[config.mk]
export PLATFORM = sky130hd
export DESIGN_NAME = countdown_timer
export DESIGN_NICKNAME = d
export VERILOG_FILES = /design/src/rtl/timer_pkg.sv /design/src/rtl/tick_prescaler.sv /design/src/rtl/countdown_timer.sv
export SDC_FILE = /design/constraint.sdc
export NUM_CORES = 1
export LEC_CHECK = 0
export ABC_CLOCK_PERIOD_IN_PS = 3000
export BUFFER_PORTS_ARGS = -buffer_cell sky130_fd_sc_hd__buf_4
export CAP_MARGIN = 20
export CORE_MARGIN = 4
export CORE_UTILIZATION = 40
export CTS_CLUSTER_SIZE = 10
export DETAILED_ROUTE_END_ITERATION = 16
export GPL_ROUTABILITY_DRIVEN = 0
export SLEW_MARGIN = 5
export SYNTH_ARGS = -nofsm -noshare
export SYNTH_HDL_FRONTEND = slang
export SYNTH_SLANG_ARGS = --single-unit
[constraint.sdc]
create_clock -name Clk -period 3 [get_ports Clk]
set_clock_uncertainty 0.05 [all_clocks]
set_input_delay 0.6 -clock Clk [delete_from_list [all_inputs] [get_ports Clk]]
set_output_delay 0.6 -clock Clk [all_outputs]
set_load 0.01 [all_outputs]
[src/rtl/timer_pkg.sv]
// Shared widths, state encoding and arithmetic helpers for countdown_timer.
// Consumers import with: import timer_pkg::*;
package timer_pkg;

    localparam int TIME_W = 12;
    localparam int STEP_W = 4;

    typedef enum logic [1:0] {
        IDLE,
        ARMED,
        RUN,
        EXPIRE
    } state_t;

    // Floor at zero rather than wrapping when the step exceeds the time left
    function automatic logic [TIME_W-1:0] sat_sub(
        input logic [TIME_W-1:0] t,
        input logic [STEP_W-1:0] s
    );
        logic [TIME_W-1:0] sx;
        sx = {{(TIME_W-STEP_W){1'b0}}, s};
        return (t > sx) ? (t - sx) : '0;
    endfunction

endpackage

[src/rtl/tick_prescaler.sv]
// Divides Clk down to a one-cycle Tick every TICK_DIV enabled cycles.
// The partial count is held while En is low; Clr restarts the period.
module tick_prescaler #(
    parameter int TICK_DIV = 50_000_000
) (
    input  logic Clk,
    input  logic ResetN,
    input  logic En,
    input  logic Clr,
    output logic Tick
);

    localparam int CW = $clog2(TICK_DIV);
    localparam logic [CW-1:0] LAST = CW'(TICK_DIV - 1);

    logic [CW-1:0] cnt;

    assign Tick = En && !Clr && (cnt == LAST);

    always_ff @(posedge Clk or negedge ResetN) begin
        if (!ResetN) begin
            cnt <= '0;
        end else if (Clr || Tick) begin
            cnt <= '0;
        end else if (En) begin
            cnt <= cnt + CW'(1);
        end
    end

endmodule

[src/rtl/countdown_timer.sv]
// Loadable seconds countdown with saturating per-tick step and Done pulse.
// Optional buzzer after expiry: define TIMER_BEEP_EN.
module countdown_timer
    import timer_pkg::*;
#(
    parameter int TICK_DIV     = 50_000_000,
    parameter int BEEP_SECONDS = 3
) (
    input  logic              Clk,
    input  logic              ResetN,
    input  logic              LoadEn,
    input  logic [TIME_W-1:0] LoadTime,
    input  logic              Cancel,
    input  logic              CounterEnable,
    input  logic [STEP_W-1:0] CounterInput,
    output logic [TIME_W-1:0] PresentTime,
    output logic              Done,
    output logic              Beep
);

    if (TICK_DIV < 2 || BEEP_SECONDS < 1) begin : g_bad_param
        $error("countdown_timer: TICK_DIV must be >= 2, BEEP_SECONDS >= 1");
    end

    state_t            state;
    logic              live;
    logic              pre_clr;
    logic              run_en;
    logic              pre_en;
    logic              tick;
    logic              expire_now;
    logic [TIME_W-1:0] next_time;

    assign live       = (PresentTime != '0);
    assign pre_clr    = Cancel || LoadEn;
    assign run_en     = live && CounterEnable && !pre_clr;
    assign next_time  = sat_sub(PresentTime, CounterInput);
    assign expire_now = run_en && tick && (next_time == '0);

    tick_prescaler #(
        .TICK_DIV (TICK_DIV)
    ) u_pre (
        .Clk    (Clk),
        .ResetN (ResetN),
        .En     (pre_en),
        .Clr    (pre_clr),
        .Tick   (tick)
    );

    always_ff @(posedge Clk or negedge ResetN) begin
        if (!ResetN) begin
            state       <= IDLE;
            PresentTime <= '0;
            Done        <= 1'b0;
        end else begin
            Done <= 1'b0;
            if (Cancel) begin
                state       <= IDLE;
                PresentTime <= '0;
            end else if (LoadEn) begin
                PresentTime <= LoadTime;
                state       <= (LoadTime == '0) ? IDLE : ARMED;
            end else begin
                unique case (state)
                    IDLE: begin
                        state <= IDLE;
                    end
                    EXPIRE: begin
                        state <= IDLE;
                    end
                    ARMED, RUN: begin
                        if (expire_now) begin
                            PresentTime <= '0;
                            Done        <= 1'b1;
                            state       <= EXPIRE;
                        end else if (run_en && tick) begin
                            PresentTime <= next_time;
                            state       <= RUN;
                        end else begin
                            state <= CounterEnable ? RUN : ARMED;
                        end
                    end
                    default: begin
                        state <= IDLE;
                    end
                endcase
            end
        end
    end

`ifdef TIMER_BEEP_EN
    localparam int BW = $clog2(BEEP_SECONDS + 1);

    logic [BW-1:0] beep_left;

    // Prescaler keeps running through the beep so it is timed in seconds
    assign pre_en = run_en || (Beep && !pre_clr);

    always_ff @(posedge Clk or negedge ResetN) begin
        if (!ResetN) begin
            Beep      <= 1'b0;
            beep_left <= '0;
        end else if (pre_clr) begin
            Beep      <= 1'b0;
            beep_left <= '0;
        end else if (expire_now) begin
            Beep      <= 1'b1;
            beep_left <= BW'(BEEP_SECONDS);
        end else if (Beep && tick) begin
            if (beep_left == BW'(1)) begin
                Beep <= 1'b0;
            end
            beep_left <= beep_left - BW'(1);
        end
    end
`else
    assign pre_en = run_en;
    assign Beep   = 1'b0;
`endif

endmodule
==> impl_metrics.tcl, run 1 <==
set metrics [dict create \
    hold_buffers 0 \
    synth_seq_cells 41 \
    grt_max_degree 42 \
    core_sq_um 6390 \
    rows 29 \
    postCtsSetupBuffers 0 \
    status "finished clean" \
    crit_type "reg -> reg" \
    hold_violations 0 \
    cts-buffers-inserted 5 \
    clockBufferDepth 2 \
    final_common_cell "dfrtp_1" \
    clk_pin_slew_ns 0.08 \
    stdcell_count 399 \
    setup.worst_path.start_class "flop" \
    synth.avg_cell_area_sq_um 9.20 \
    setup_viol 0 \
    vdd_drop_max_mv 0.239 \
    htreeDepth 2 \
    worstMarginPinSlew_ns 0.755 \
    crit_fanout 4 \
    postCtsResizedCells 0 \
    first_pass_iters 4 \
    vias_per_cell 5.56 \
    final_cell_area_sq_um 3020 \
    finalSetupTns_ns 0 \
    grt_overflow_total 0 \
    grtUsageTotal_pct 17.3 \
    dp.cells 391 \
    syn_area_sq_um 2660 \
    power_density_nw_per_um2 467 \
    syn_nets 316 \
    final_layout_size_suffix_gt1_share_pct 18.9 \
    period_needed_ns 2.70 \
    multiInputGateArea_sq_um 1520 \
    synth_edf_count 0 \
    syn_inst 289 \
    ys_seq_area_share_pct 38.6 \
    p_leak_uw 0.00126 \
    async_flop_share_pct 100 \
    final_nets 348 \
    final.period_utilization_pct 89.9 \
    cp.required_ns 3.11 \
    antenna_found_initial 0 \
    synthFlopType "dfrtp_1" \
    area_growth_pct 13.6 \
    finalMaxSlewViolations 0 \
    grt_pass1_vias 2121 \
    wl_per_cell_microns 15.6 \
    dp_hpwl_microns 4580 \
    fill_cells 599 \
    grt_pass1_wl_microns 10800 \
    register_area_sq_um 1030 \
    chipWidth_microns 89.5 \
    fp.dieH_microns 89.5 \
    max_freq_ghz 0.371 \
    cp.arrival_ns 2.81 \
    die-area_sq_um 8020 \
    antenna_cells 0 \
    drtAntennaViolNets 0 \
    io_buffer_count 33 \
    root_buffer "clkbuf_8" \
    routed_wl_microns 6230 \
    io_pins 35 \
    route.vias.total 2219 \
    worstSkewPairLatency_ns 0.29 \
    drc_errors 0 \
    yosysWarnings 0 \
    hp-class "in -> async" \
    final_cell_mix "41 x dfrtp_1, 37 x nor2_1, 35 x buf_4, 25 x xor2_1, 21 x nand2_1" \
    ys_types 58 \
    cts_tree "built" \
    grt_setup_unrepaired "no" \
    endpoint_kind "flop" \
    max_slew_margin_pct 49.6 \
    start_util_pct 41.6 \
    max_cap_violations 0 \
    drt_iter0_markers 92 \
    cts_sinks 41 \
    postPlaceCellArea_sq_um 2940 \
]
-- Yosys cell counts, types with 5 or more instances --
master   count  area [sq um]
a21oi_1     10          50.1
buf_6        5          56.3
nand2_1     21          78.8
nor3_1       8          40.0
nand3_1     14          70.1
nor2_1      37           139
o21ai_0     13          65.1
inv_1        8          30.0
xor2_1      25           219
nor4_1       9          56.3
dfrtp_1     41          1030
ha_1         5          62.6
nand4_1     10          62.6
and3_1       8          50.1
xnor2_1      6          52.6
-- cell families (layout without fill, tap and decap cells) --
kind of cell	Yosys count	after routing	share of synthesized area, %
flops	41	41	38.6
other cells	1	1	0.141
buf+inv	18	51	4.14
simple gates	139	139	29.0
compound gates	53	53	14.8
xor+xnor	31	31	10.2
fa+ha+maj	6	6	3.11
-- through the flow --
step / setup WS, ns / hold WS [ns] / total power, uW / utilization [%]
floorplan: 0.452 / 0.254 / 940 / -
global placement: 0.0344 / 0.466 / 1080 / 46.0
detailed placement: 0.121 / 0.478 / 1070 / 46.0
CTS: 0.303 / 0.242 / 1430 / 47.3
global route: 0.0110 / 0.261 / 1520 / 47.3
finish: 0.303 / 0.225 / 1410 / 47.3
-- path summary, 6_finish.rpt --
check,startpoint,endpoint,slack (ns),cells after the start
max,PresentTime[0],Done,0.30,9
min,ResetN,u_pre.cnt[9],0.23,1
max reg2reg,PresentTime[0],Done,0.30,9
min reg2reg,u_pre.cnt[0],u_pre.cnt[0],0.49,1
max in group asynchronous,ResetN,state[0],2.31,1
min in group Clk,u_pre.cnt[0],u_pre.cnt[0],0.49,1
-- cell type report --
cell class                      instances  area share [%]
Tap cell                               77            3.19
Clock inverter                          2           0.331
Timing Repair Buffer                   35            8.70
Clock buffer                            6            2.40
Inverter                                8           0.994
Multi-Input combinational cell        230            50.4
Sequential cell                        41            34.0
-- critical path: stages (launching register included) --
cell	delay (ns)
dfrtp_1	0.39
inv_1	0.06
ha_1	0.21
fa_1	0.40
xor2_1	0.22
nand4_1	0.15
or3_1	0.31
nor4_1	0.38
a31oi_1	0.16
nor4_1	0.25
-- state kept, by name (all words and copies together), names as in the netlist --
signal and count:
Done 1, PresentTime 12, u_pre.cnt 26, state 2
-- report_power, final --
group          total, uW  switching, uW  internal [uW]  leakage (uW)
Sequential           637           54.7            582      0.000561
Clock                346            184            161     0.0000450
Combinational        427            242            185      0.000658
Total               1410            481            929       0.00126
-- per-layer routing --
| layer | vias to the layer above | global-route usage, % | wire [microns] |
|---|---|---|---|
| li1 | 1119 | - | - |
| met1 | 1040 | 26.2 | 3140 |
| met2 | 55 | 25.0 | 2690 |
| met3 | 5 | 3.78 | 330 |
| met4 | 0 | 4.33 | 69 |
| met5 | - | 0 | 0 |
(Power assumes the default switching activity.)
==> run 2: changes to the inputs <==
Settings changed: SETUP_SLACK_MARGIN set to 0.4, SKIP_CTS_REPAIR_TIMING set to 1.
==> impl_metrics.tcl, run 2 (same netlist as run 1, synthesis figures left out) <==
set metrics [dict create \
    clockBufferDepth 2 \
    cp_cell_sequence "inv_1, ha_1, fa_1, xor2_1, nand4_1, or3_1, nor4_4, a31oi_1, nor4_2" \
    first_pass_iters 4 \
    final_common_cell "dfrtp_1" \
    status "finished clean" \
    grtUsageTotal_pct 17.3 \
    final_cell_area_sq_um 3060 \
    reg2reg_slack_ns 0.56 \
    drtAntennaViolNets 0 \
    r2r_start "PresentTime[0]" \
    max_flop_register "u_pre.cnt" \
    start_util_pct 41.6 \
    max_cap_violations 0 \
    final.period_utilization_pct 81.4 \
    route.vias.total 2221 \
    wl_per_cell_microns 15.6 \
    die-area_sq_um 8020 \
    cp.required_ns 3.13 \
    power_density_nw_per_um2 467 \
    grt_pass1_wl_microns 10800 \
    io_pins 35 \
    antenna_cells 0 \
    worstSkewPairLatency_ns 0.29 \
    htreeDepth 2 \
    drc_errors 0 \
    largest_reg_flops 26 \
    crit_fanout 4 \
    drt_iter0_markers 101 \
    postPlaceCellArea_sq_um 2940 \
    max_freq_ghz 0.410 \
    endpoint_kind "flop" \
    setup_viol 0 \
    period_needed_ns 2.44 \
    register_area_sq_um 1030 \
    setup.worst_path.start_class "flop" \
    cp_slowest_stage_delay_ns 0.40 \
    cp.arrival_ns 2.57 \
    chipWidth_microns 89.5 \
    cts-buffers-inserted 5 \
    crit_path_top_delay_cell "fa_1" \
    multiInputGateArea_sq_um 1560 \
    cts_tree "built" \
    reg2regPathDepth 9 \
    vdd_drop_max_mv 0.239 \
    antenna_found_initial 0 \
    grt_overflow_total 0 \
    finalMaxSlewViolations 0 \
    finalSetupTns_ns 0 \
    io_buffer_count 33 \
    hold_violations 0 \
    max_slew_margin_pct 51.3 \
    dp_hpwl_microns 4580 \
    fp.dieH_microns 89.5 \
    clk_pin_slew_ns 0.08 \
    grt_pass1_vias 2121 \
    core_sq_um 6390 \
    fill_cells 595 \
    final_layout_size_suffix_gt1_share_pct 19.9 \
    routed_wl_microns 6230 \
    p_leak_uw 0.00128 \
    vias_per_cell 5.57 \
    grt_max_degree 42 \
    regToRegEndpoint "Done" \
    final_cell_mix "41 x dfrtp_1, 37 x nor2_1, 35 x buf_4, 25 x xor2_1, 21 x nand2_1" \
    cts_sinks 41 \
    worstMarginPinSlew_ns 0.730 \
    grt_setup_unrepaired "yes" \
    area_growth_pct 14.9 \
    rows 29 \
    root_buffer "clkbuf_8" \
    crit_type "reg -> reg" \
    hp-class "in -> async" \
    final_nets 348 \
    reg_top3 "u_pre.cnt x26, PresentTime x12, state x2" \
]
-- run 2: report_power, final --
part	switching, uW	internal [uW]	total, uW
combinational	255	188	443
sequential	54.5	583	637
clock	185	161	346
total	495	932	1430
-- run 2: routing by layer --
layer / track usage, % / vias to the layer above / wire length, microns
li1: - / 1115 / -
met4: 4.33 / 0 / 78
met1: 26.2 / 1048 / 3190
met2: 25.0 / 51 / 2690
met3: 3.78 / 7 / 269
met5: 0 / - / 0
-- run 2: area by class of cell --
| class | instances | share of cell area, % |
|---|---|---|
| Clock inverter | 2 | 0.328 |
| Tap cell | 77 | 3.15 |
| Inverter | 8 | 0.983 |
| Timing Repair Buffer | 35 | 8.60 |
| Multi-Input combinational cell | 230 | 51.0 |
| Clock buffer | 6 | 2.38 |
| Sequential cell | 41 | 33.6 |
-- run 2: worst max path at each step --
stage | slack [ns] | start | depth (start not counted) | end
after global placement | 0.03 | CounterInput[0] | 9 | Done
final | 0.56 | PresentTime[0] | 9 | Done
after floorplan | 0.45 | CounterInput[0] | 8 | Done
after global routing | 0.38 | PresentTime[0] | 10 | Done
after detailed placement | 0.12 | CounterInput[0] | 9 | Done
after CTS | 0.30 | PresentTime[0] | 9 | Done
-- run 2: critical path, delay by kind of cell, from the launching register on --
family | cells | cell delay (ns)
simple gates | 4 | 0.87
buf+inv | 1 | 0.06
xor+xnor | 1 | 0.22
fa+ha+maj | 2 | 0.61
compound gates | 1 | 0.14
flops | 1 | 0.39
-- run 2: through the flow --
step | setup WS, ns | power [uW] | utilization [%] | cells | hold WS [ns]
after floorplan | 0.452 | 940 | - | 289 | 0.254
after global placement | 0.0344 | 1080 | 46.0 | 391 | 0.466
after detailed placement | 0.121 | 1070 | 46.0 | 391 | 0.478
after CTS | 0.303 | 1430 | 47.3 | 399 | 0.242
after global routing | 0.380 | 1530 | 47.8 | 399 | 0.261
final | 0.559 | 1430 | 47.8 | 399 | 0.218
==> run 3: changes to the inputs <==
Settings changed: ABC_CLOCK_PERIOD_IN_PS 3000 to 2110.
Clock period 3 ns to 2.11 ns, I/O delays scaled along.
==> impl_metrics.tcl, run 3 (same netlist as run 1, synthesis figures left out) <==
set metrics [dict create \
    place_ws_ns -0.403 \
    max_slew_margin_pct 65.8 \
    root_buffer "clkbuf_8" \
    htreeDepth 2 \
    start_util_pct 41.6 \
    max_cap_violations 0 \
    drtAntennaViolNets 0 \
    clockBufferDepth 2 \
    hold_violations 0 \
    antenna_cells 0 \
    violations "setup timing" \
    wl_per_cell_microns 15.4 \
    setup_ws_ns -0.0985 \
    fp.dieH_microns 89.5 \
    finalMaxSlewViolations 0 \
    period_needed_ns 2.21 \
    grt_pass1_vias 2419 \
    reg_top3 "u_pre.cnt x26, PresentTime x12, state x2" \
    area_growth_pct 40.8 \
    wl_met1_microns 3340 \
    grtUsageTotal_pct 19.0 \
    grt_overflow_total 0 \
    final_common_cell "buf_4" \
    crit_type "reg -> reg" \
    seq_power_share_pct 33.8 \
    cts-buffers-inserted 5 \
    final_layout_size_suffix_gt1_share_pct 39.2 \
    vdd_drop_max_mv 0.501 \
    finalSetupTns_ns -0.919 \
    die-area_sq_um 8020 \
    routed_wl_microns 7100 \
    rows 29 \
    route.met3.wl_microns 373 \
    max_freq_ghz 0.453 \
    route.vias.total 2488 \
    status "finished, violations left" \
    setup_viol 32 \
    p_leak_uw 0.00163 \
    p_comb_share_pct 41.8 \
    dp_hpwl_microns 5320 \
    power_density_nw_per_um2 677 \
    grt_max_degree 42 \
    cts_tree "built" \
    top_layer_used "met4" \
    io_buffer_count 33 \
    first_pass_iters 4 \
    cts_sinks 41 \
    core_sq_um 6390 \
    clkPwrFrac_pct 24.5 \
    endpoint_kind "flop" \
    vias_per_cell 5.39 \
    io_pins 35 \
    drc_errors 0 \
    crit_fanout 3 \
    worstMarginPinSlew_ns 0.513 \
    drt_iter0_markers 90 \
    setup.worst_path.start_class "flop" \
    chipWidth_microns 89.5 \
    antenna_found_initial 0 \
    p_sw_uw 837 \
    wl_met2_microns 3290 \
    cp.arrival_ns 2.36 \
    final.period_utilization_pct 105 \
    swShare_pct 33.0 \
    worstSkewPairLatency_ns 0.30 \
    hp-class "in -> async" \
    cp.required_ns 2.26 \
    clk_pin_slew_ns 0.08 \
    grt_pass1_wl_microns 11700 \
    final_nets 412 \
    final_cell_mix "94 x buf_4, 41 x dfrtp_1, 34 x nor2_1, 25 x xor2_1, 21 x nand2_1" \
    p_int_uw 1700 \
    grt_setup_unrepaired "yes" \
    largest_reg_flops 26 \
    max_flop_register "u_pre.cnt" \
]
[run 3: metal layers]
layer	vias to the layer above	track usage (%)
met5	-	0
met4	0	4.74
met3	7	4.70
met2	47	28.6
met1	1201	27.3
li1	1233	-
[run 3: area by class of cell]
| class | count | area (sq um) |
|---|---|---|
| Fill cell | 563 | 2640 |
| Multi-Input combinational cell | 230 | 1700 |
| Sequential cell | 41 | 1030 |
| Timing Repair Buffer | 99 | 788 |
| Tap cell | 77 | 96.3 |
| Clock buffer | 5 | 68.8 |
| Clock inverter | 2 | 35.0 |
| Inverter | 8 | 30.0 |
[run 3: metrics by stage]
| stage | power [uW] | std cells | area (sq um) | hold slack (ns) | utilization [%] |
|---|---|---|---|---|---|
| after floorplan | 1380 | 289 | 2740 | 0.0764 | - |
| after global placement | 1760 | 447 | 3450 | 0.390 | 54.0 |
| after detailed placement | 1760 | 447 | 3450 | 0.390 | 54.0 |
| after CTS | 2390 | 454 | 3550 | 0.0610 | 55.6 |
| after global routing | 2680 | 462 | 3740 | 0.0818 | 58.6 |
| final | 2540 | 462 | 3740 | 0.0471 | 58.6 |
[run 3: power by group through the flow]
| stage | logic, uW | registers, uW | clock network, uW |
|---|---|---|---|
| 2_1_floorplan | 473 | 910 | 0 |
| 3_3_place_gp | 888 | 870 | 0 |
| 3_5_place_dp | 885 | 871 | 0 |
| 4_1_cts | 891 | 855 | 641 |
| 5_1_grt | 1140 | 863 | 675 |
| 6_report | 1060 | 856 | 621 |
[run 3: worst paths after layout]
| kind | startpoint | end | slack, ns | cells after the start |
|---|---|---|---|---|
| max | PresentTime[0] | Done | -0.1 | 9 |
| min in group Clk | Cancel | PresentTime[0] | 0.30 | 2 |
| min reg2reg | u_pre.cnt[14] | u_pre.cnt[14] | 0.49 | 2 |
| max in group asynchronous | ResetN | PresentTime[3] | 1.62 | 1 |
| min | ResetN | u_pre.cnt[8] | 0.05 | 1 |
| max reg2reg | PresentTime[0] | Done | -0.1 | 9 |
[run 3: critical path: stages (launching register included)]
cell	delay (ns)
dfrtp_1	0.38
inv_1	0.05
ha_2	0.18
fa_2	0.35
xor2_1	0.17
nand4_1	0.13
or3_4	0.35
nor4_4	0.16
a31oi_1	0.12
nor4_1	0.17
